## config.mk

```make
export PLATFORM = sky130hd
export DESIGN_NAME = phys_mem_arbiter
export DESIGN_NICKNAME = d
export VERILOG_FILES = /design/src/rtl/phys_mem_arbiter_pkg.sv /design/src/rtl/phys_mem_arbiter.sv
export SDC_FILE = /design/constraint.sdc
export NUM_CORES = 1
export LEC_CHECK = 0
export CAP_MARGIN = 5
export CORE_MARGIN = 5
export CORE_UTILIZATION = 35
export CTS_BUF_LIST = sky130_fd_sc_hd__clkbuf_16
export CTS_CLUSTER_SIZE = 14
export DETAILED_ROUTE_END_ITERATION = 16
export PLACE_DENSITY = 0.77
export SLEW_MARGIN = 5
export SYNTH_ARGS = -nofsm -noshare
export SYNTH_HDL_FRONTEND = slang
export SYNTH_SLANG_ARGS = --single-unit
export TNS_END_PERCENT = 20
```

## constraint.sdc

```tcl
create_clock -name clk -period 1.71 [get_ports clk]
set_input_delay 0.171 -clock clk [delete_from_list [all_inputs] [get_ports clk]]
set_output_delay 0.171 -clock clk [all_outputs]
set_load 0.05 [all_outputs]
```

## src/rtl/phys_mem_arbiter_pkg.sv

```systemverilog
// Shared types and constants for the physical memory port arbiter.
// Holds the ownership state encoding, the credit counter width and the latched request layout.
package phys_mem_arbiter_pkg;

  localparam int CREDIT_W = 4;

  typedef enum logic {
    S_CPU = 1'b0,
    S_DMA = 1'b1
  } arb_state_e;

  typedef struct packed {
    logic [31:0] addr;
    logic [31:0] wdata;
    logic        is_write;
  } mem_req_t;

endpackage

```

## src/rtl/phys_mem_arbiter.sv

```systemverilog
// Shares the physical memory controller port between the CPU (default owner, zero-latency mux)
// and one secondary master that is granted whole transfers, rate-limited by a CPU credit counter.
module phys_mem_arbiter
  import phys_mem_arbiter_pkg::*;
#(
  parameter int unsigned CPU_SLOTS = 4
) (
  input  logic        clk,
  input  logic        rst,
  input  logic [31:0] cpu_addr_i,
  input  logic [31:0] cpu_wdata_i,
  input  logic        cpu_is_write_i,
  input  logic        cpu_lock_i,
  output logic [31:0] cpu_rdata_o,
  output logic        cpu_busy_o,
  input  logic        dma_req_i,
  input  logic [31:0] dma_addr_i,
  input  logic [31:0] dma_wdata_i,
  input  logic        dma_is_write_i,
  output logic        dma_ack_o,
  output logic [31:0] dma_rdata_o,
  output logic [31:0] mem_addr_o,
  output logic [31:0] mem_wdata_o,
  output logic        mem_is_write_o,
  input  logic [31:0] mem_rdata_i,
  input  logic        mem_busy_i
);

  arb_state_e          state_q;
  logic [CREDIT_W-1:0] credit_q;
  mem_req_t            dma_lat_q;
  logic                dma_ack_q;
  logic [31:0]         dma_rdata_q;
  logic                grant_s;

  // Only hand the port over at a clean boundary: CPU idle-safe, credit spent, previous ack retired.
  assign grant_s = (state_q == S_CPU) && dma_req_i && !mem_busy_i && !cpu_is_write_i
                   && !cpu_lock_i && (credit_q == '0) && !dma_ack_q;

  always_ff @(posedge clk) begin
    if (rst) begin
      state_q     <= S_CPU;
      credit_q    <= '0;
      dma_lat_q   <= '0;
      dma_ack_q   <= 1'b0;
      dma_rdata_q <= 32'h0000_0000;
    end else begin
      dma_ack_q <= 1'b0;
      case (state_q)
        S_CPU: begin
          if (grant_s) begin
            state_q   <= S_DMA;
            dma_lat_q <= '{addr: dma_addr_i, wdata: dma_wdata_i, is_write: dma_is_write_i};
          end else if (!mem_busy_i && (credit_q != '0)) begin
            credit_q <= credit_q - CREDIT_W'(1);
          end
        end
        S_DMA: begin
          if (!mem_busy_i) begin
            state_q     <= S_CPU;
            dma_ack_q   <= 1'b1;
            dma_rdata_q <= mem_rdata_i;
            credit_q    <= CREDIT_W'(CPU_SLOTS);
          end
        end
        default: state_q <= S_CPU;
      endcase
    end
  end

  always_comb begin
    cpu_rdata_o = mem_rdata_i;
    if (state_q == S_DMA) begin
      mem_addr_o     = dma_lat_q.addr;
      mem_wdata_o    = dma_lat_q.wdata;
      mem_is_write_o = dma_lat_q.is_write;
      cpu_busy_o     = 1'b1;
    end else begin
      mem_addr_o     = cpu_addr_i;
      mem_wdata_o    = cpu_wdata_i;
      mem_is_write_o = cpu_is_write_i;
      cpu_busy_o     = mem_busy_i;
    end
  end

  assign dma_ack_o   = dma_ack_q;
  assign dma_rdata_o = dma_rdata_q;

endmodule
```

==> reports/qor.yml <==
run_status: "complete, but fails checks"
violations: "setup timing"
final_util_pct: 68.0
cts_buffers: 9
die_x_um: 133
finalWorstSetupSlack_ps: -55.3
grt_overflow: 0
die-height_um: 133
clock_sinks: 103
port_buffers: 297
met1_usage_pct: 24.3
gr-usage-met2_pct: 39.0
antennaDiodeCount: 0
p_clk_share_pct: 19.0
drive_gt1_share_pct: 40.1
use_met3_pct: 5.58
crit_chain: "buf_6 > buf_12 > clkbuf_16 > mux2_4 > buf_8"
first_pass_iters: 4
seqPwrFrac_pct: 24.3
syn_avg_cell_area_um2: 10.1
clock_latency_ps: 350
cts_hold_buffers: 0
die_area_um2: 17600
place_ws_ps: -211
h-tree-depth: 3
layout.nets: 949
grt_pass1_vias: 5568
critical_path.slowest_cell: "dfxtp_4"
min_path_type: "in2reg"
grt_usage_pct: 21.4
ys_ff_latch: 103
ys_seq_area_share_pct: 39.1
power.density_nw_per_um2: 1100
cts.reportedPaths.clkPinSlew_ps: 70
hold_slack_ps: 255
ys_warn_count: 0
coreArea_um2: 14600
dp_hpwl_mm: 13.8
final.period_utilization_pct: 103
drv_cap: 0
tns_ps: -1310
antenna_found_initial: 0
startpoint_type: "flop"
start_util_pct: 36.1
worstSetupEndpointType: "output port"
slew_violations: 0
netlist_instances: 523
vias: 5492
p_comb_share_pct: 56.7
grt_pass1_wl_mm: 30.4
cts_root_buf: "clkbuf_16"
finalSetupViolCount: 50
ys.flop_type: "dfxtp_1"
power.internal_mw: 6.29
area_delta_synth_final_pct: 88.7
power.switching_mw: 4.63
drt_iter0_markers: 284
synth_fp_nets: 691
p_sw_share_pct: 42.4
dp.cells: 930
final_hold_viol_count: 0
netlist_area_um2: 5280
rows: 44
async_flop_share_pct: 0
worstPathArrival_ps: 1590
busiest_layer: "met2"
max_freq_mhz: 566
finClkSkew_ps: 9.40
gp_congestion: 0.771
pin_count: 298
peakVddDrop_mv: 1.06
p_leak_nw: 3.86
max_stage_delay_ps: 360
grt_max_degree: 41
rsz0062_at_grt: "yes"
max_slew_margin_pct: 63.8
worstPathRequired_ps: 1540
wl_per_cell_um: 22.7
drt_drc_violations_left: 0
worstSetupPathType: "reg2out"
tightestPinTransition_ps: 542
period_minus_slack_ps: 1770
routed_wl_mm: 22.1
yosysUniqueCellTypes: 31
critPathMaxFanout: 5
final_antenna_net_count: 0
cts_buffer_depth: 2
synth_edf_count: 0
avgViaCountPerCell: 5.66
stdcell_count: 970
cts_tree: "done"
==> worst max-delay path, delay by kind of cell, from the launching register on <==
kind	cells	cell delay, ps
flops	1	360
mux	1	310
buf+inv	4	560
==> flip-flops by register name (all words and copies together), names as in the netlist <==
| name | count |
|---|---|
| dma_lat_q | 65 |
| dma_rdata_o | 32 |
| credit_q | 4 |
| dma_ack_o | 1 |
| state_q | 1 |
==> placed cells by master (no fill, tap or decap), types with 2 or more instances in the layout <==
| cell type | count |
|---|---|
| or3_1 | 2 |
| buf_4 | 22 |
| buf_6 | 45 |
| a21oi_2 | 6 |
| dlymetal6s2s_1 | 13 |
| a22o_1 | 32 |
| inv_6 | 2 |
| a21oi_1 | 63 |
| buf_16 | 6 |
| inv_1 | 3 |
| nor4b_2 | 2 |
| dfxtp_2 | 2 |
| o21ai_0 | 4 |
| nor3b_4 | 2 |
| buf_12 | 44 |
| buf_8 | 23 |
| clkbuf_16 | 17 |
| or3b_4 | 2 |
| inv_2 | 2 |
| dfxtp_1 | 100 |
| mux2_4 | 27 |
| clkinvlp_4 | 2 |
| o31ai_2 | 44 |
| nand4_1 | 65 |
| mux2_2 | 38 |
| o31ai_4 | 19 |
| clkdlybuf4s50_1 | 175 |
| dlygate4sd2_1 | 5 |
| o31ai_1 | 2 |
==> power by group through the flow <==
stage	combinational (mW)	sequential (mW)	clock [mW]
finish	6.19	2.66	2.08
CTS	4.41	2.62	2.11
global route	6.40	2.67	2.21
floorplan	2.67	2.71	0
global placement	3.98	2.68	0
detailed placement	4.10	2.69	0
==> stage by stage <==
step / area (um2) / total power [mW]
2_1_floorplan: 5280 / 5.38
3_3_place_gp: 8410 / 6.66
3_5_place_dp: 8410 / 6.79
4_1_cts: 9190 / 9.15
5_1_grt: 9960 / 11.3
6_report: 9960 / 10.9
==> cell usage after synthesis (2+ instances only) <==
cell type	number	area, um2
dfxtp_1	103	2060
a21oi_1	69	345
mux2_2	65	732
nand4_1	65	407
o31ai_2	39	488
a22o_1	32	280
buf_4	32	240
buf_2	26	130
o31ai_1	26	195
clkbuf_1	24	90.1
buf_6	9	101
buf_1	6	22.5
inv_1	4	15.0
o21ai_0	4	20.0
nor4b_1	2	17.5
or3_1	2	12.5
==> logic make-up after synthesis <==
logic type,count (synthesis),synth area share [%]
muxes,65,13.9
AOI/OAI and AO/OA,172,25.4
adders and majority gates,1,0.237
buffers and inverters,102,11.4
DFF,103,39.1
and+or+nand+nor,80,10.0
==> worst paths after layout <==
path	cells past startpoint	to	startpoint	slack [ps]
max	5	mem_wdata_o[0]	state_q	-60
min	2	dma_lat_q[40]	rst	260
max reg2reg	6	dma_lat_q[43]	credit_q[0]	-40
min reg2reg	2	dma_lat_q[7]	dma_lat_q[7]	470
==> final cells by class <==
class	instances	area, um2
clock buffer	9	225
clock inverter	7	71.3
fill	1056	4680
inverter	5	23.8
multi-input combinational	319	3090
sequential	103	2070
tap	184	230
timing repair buffer	343	4260
==> layer usage <==
metal / share of wire [%] / vias to the layer above
met5: 0 / -
met4: 2.3 / 0
met1: 38 / 2690
li1: - / 2514
met2: 53 / 246
met3: 7.3 / 42
==> timing repair <==
action | CTS | global route
pin swaps | 0 | 18
resized for setup | 83 | 113
endpoints found under the setup margin | 103 | 142
setup buffers | 6 | 1
gates cloned | 5 | 13
Power figures use the tool's default switching activity.
==> patch 1: new RTL, same flow settings <==
The package constant `CREDIT_W` goes from 4 to 6.
--- a/src/rtl/phys_mem_arbiter_pkg.sv
+++ b/src/rtl/phys_mem_arbiter_pkg.sv
@@ -2,7 +2,7 @@
 // Holds the ownership state encoding, the credit counter width and the latched request layout.
 package phys_mem_arbiter_pkg;
 
-  localparam int CREDIT_W = 4;
+  localparam int CREDIT_W = 6;
 
   typedef enum logic {
     S_CPU = 1'b0,
Behaviour: same outputs for any inputs over 4 cycles, from zero or initial values and one cycle with rst high; that may be too few to reach the edited logic, so the function may still have changed.
==> patch 1 against the unedited design <==
  * The run still ends with negative setup slack left
  * Wire length shrank 26%
  * Cell count grew 9.3%
  * Clock skew shrank 2.9 ps
  * Design area shrank 6.8%
  * Sequential cell count grew 2
  * Area after synthesis grew 4.0%
  * Worst hold slack lost 0.67 ps
  * Worst setup slack lost 110 ps
  * Synthesized cell count grew 11%
  * Count of clock-buffer cells in the layout grew 1
  * Register-to-register slack lost 120 ps
  * Critical path type is now register to register
  * Largest cell class unchanged
Power is not compared: it rests on default switching activity, and its combinational part moved more than twofold at a synthesized area within 25%.
==> patch 1: results (changes against the unedited design) <==
[outcome]
status=finished with violations
violations=negative setup slack

[finish]
num-nonclk-inverters=2  ; -3
register_area_um2=2111  ; +2.1%
buffer_area_share_pct=40.07  ; -2.7 points
multi_input_area_um2=2903  ; -6.0%
multi_input_cells=395  ; +24%
layout-drive-gt1-share_pct=28.03  ; -12 points
buffers_excl_clock=331  ; -3.5%
fin_cells=1060  ; +9.3%

[critical_path]
crit_path_start=credit_q[1]
slowest_stage=or4b_4
cp_top_family=simple AND/OR/NAND/NOR gates
crit_fanout=7  ; +2
critical_path_arrival_ps=2140  ; +550 ps

[yosys]
muxShareOfSynthArea_pct=25.19  ; +11 points
synth_compound_area_share_pct=4.946  ; -20 points
synth_fa_ha_area_share_pct=0.4559  ; +0.22 points
synth_area_leaders=dfxtp_1 38%, nand2b_1 15%, mux2_2 13%, mux2i_1 12%, buf_4 4.5%

[place]
post-dp-hpwl_um=12690  ; -8.2%
pre_cts_slack_ps=-499.7  ; -288.4 ps

[global_routing]
grt_max_degree=52  ; +27%
grt_util_met2_pct=29.23  ; -9.8 points
use_met1_pct=20.61  ; -3.7 points

[route]
vias=4716  ; -14%
wl_per_cell_um=15.49  ; -32%
drt_first_iter_violations=221  ; -22%
met2WireLength_um=8282  ; -29%

[sta]
setup_viol=66  ; +32%
setup_ws_ps=-161.0  ; -105.7 ps

[clock_tree]
post_cts.repair.setup_buffers=1  ; -5
post_cts_resized=36  ; -57%

[patch 1: metrics by stage]
step | util, % | power (µW)
after floorplan | - | 4165
after global placement | 56.90 | 5157
after detailed placement | 56.90 | 5174
after CTS | 59.67 | 7217
after global routing | 60.66 | 7558
final | 60.66 | 7209
[patch 1: worst min-delay path by stage]
stage / start / end / slack [ps] / cells after the start
finish: rst / dma_rdata_o[31] / 250 / 2
global route: rst / dma_rdata_o[31] / 280 / 2
CTS: rst / credit_q[4] / 240 / 2
detailed placement: dma_rdata_o[10] / dma_rdata_o[10] / 450 / 2
global placement: dma_rdata_o[19] / dma_rdata_o[19] / 440 / 2
floorplan: mem_rdata_i[0] / dma_rdata_o[0] / 310 / 2
[patch 1: worst reg2reg max path: cells and delay by family, from the launching register on]
family                     cells  cell delay (ps)
adders and majority gates      1              130
buffers and inverters          3              470
DFF                            1              330
muxes                          1              190
and+or+nand+nor                2              670
==> patch 2: new RTL, same settings <==
Without the edit above. Make the reset (`rst`) asynchronous in one clocked block.
--- a/src/rtl/phys_mem_arbiter.sv
+++ b/src/rtl/phys_mem_arbiter.sv
@@ -37,7 +37,7 @@
   assign grant_s = (state_q == S_CPU) && dma_req_i && !mem_busy_i && !cpu_is_write_i
                    && !cpu_lock_i && (credit_q == '0) && !dma_ack_q;
 
-  always_ff @(posedge clk) begin
+  always_ff @(posedge clk or posedge rst) begin
     if (rst) begin
       state_q     <= S_CPU;
       credit_q    <= '0;
Formal check against the unedited RTL: differs if rst is asserted again (counterexample within 4 cycles, from zero or initial values and one cycle with rst high); with rst held inactive, the same outputs for 4 cycles.
==> patch 2 against the unedited design <==
  * The flow still finishes with violations (negative setup slack)
  * Sequential power grew 44%
  * Sequential cell count is the same
  * Area after synthesis shrank 3.6%
  * Design area shrank 8.6%
  * Clock skew shrank 1.8 ps
  * Total power shrank 5.9%
  * Worst setup slack gained 5.2 ps
  * Combinational power shrank 28%
  * Count of clock-buffer cells in the layout is the same
  * Wire length shrank 29%
  * Largest power group unchanged
  * Highest routed layer unchanged
==> patch 2: results (changes against the unedited design) <==
[outcome]
violations=negative setup slack
status=finished with violations

[pwr]
powerClk_uw=2010  ; -3%
p_comb_uw=4450  ; -28%
leakage_uw=0.004584  ; +19%
intPower_uw=6575  ; +4.6%
p_switching_uw=3700  ; -20%

[finish]
layout.nets=795  ; -16%

[hold_path]
holdCritPathClass=input pin to async pin

[sta]
setup_viol=54  ; +8.0%
setup_ws_ps=-50.15  ; +5.151 ps

[place]
pre_cts_slack_ps=-198.9  ; +12.47 ps
post-dp-hpwl_um=11660  ; -16%

[global_routing]
grt_usage_pct=17.42  ; -4.0 points

[critical_path]
r2r_start=credit_q[1]
crit_path_start=state_q
crit_fanout=11  ; +6
rr_endpoint=dma_lat_q[7]
cp-endpoint=mem_addr_o[1]
reg2reg_slack_ps=50  ; +90 ps

[yosys]
synthFlopType=dfrtp_1
synth_commonest_cells=123 x mux2_2, 103 x dfrtp_1, 39 x mux2_4, 33 x buf_4, 7 x buf_2
synth_area_leaders=dfrtp_1 51%, mux2_2 27%, mux2_4 12%, buf_4 4.9%, buf_6 0.88%
synth.avg_cell_area_um2=14.71  ; +46%
synthArstFlopShare_pct=100.0  ; +100 points

[route]
viasPerCell=4.609  ; -19%
vias=3761  ; -32%

-- patch 2: cell types whose count changed in the layout (fill, tap and decap cells not counted), sizes merged, moves of 65 or more --
cell,unedited run,this run
nand4,65,0
a21oi,69,0
dfxtp,103,0
o31ai,65,0
mux2,65,162
dfrtp,0,103
-- patch 2: layer usage --
metal / global-route usage (%) / vias up / routed length (µm)
met5: 0 / - / 0
met4: 3.509 / 0 / 133
met2: 31.79 / 150 / 8399
li1: - / 1744 / -
met3: 5.976 / 8 / 1204
met1: 19.80 / 1859 / 5829
-- patch 2: final cells by class --
| cell class | count | area [µm²] |
|---|---|---|
| clock buffers | 9 | 225.2 |
| clock inverters | 7 | 66.31 |
| fillers | 1115 | 5320 |
| inverters | 5 | 22.52 |
| multi-input cells | 186 | 2171 |
| flip-flops and latches | 103 | 2579 |
| well taps | 184 | 230.2 |
| repair buffers | 322 | 3810 |
-- patch 2: cells by family (layout without fill, tap and decap cells) --
group / Yosys count / in the layout / synth area share (%)
AO/OA/AOI/OAI: 5 / 5 / 0.5407
flip-flops: 103 / 103 / 50.63
multiplexers: 165 / 165 / 39.30
adder cells (fa/ha/maj): 1 / 1 / 0.2457
AND/OR/NAND/NOR: 15 / 15 / 1.892
buffers and inverters: 57 / 343 / 7.397
-- patch 2: what timing repair did --
action / in CTS / in global routing
gates resized for setup: 64 / 39
pin swaps: 0 / 1
cloned: 2 / 3
endpoints found under the hold margin: 0 / 0
setup buffers: 2 / 2
setup endpoints to repair: 78 / 150
-- patch 2: worst register-to-register path, delay by kind of cell (launching register included) --
kind / cells / cell delay (ps)
muxes: 1 / 320
DFF: 1 / 380
adders and majority gates: 1 / 170
buffers and inverters: 2 / 270
and+or+nand+nor: 2 / 390
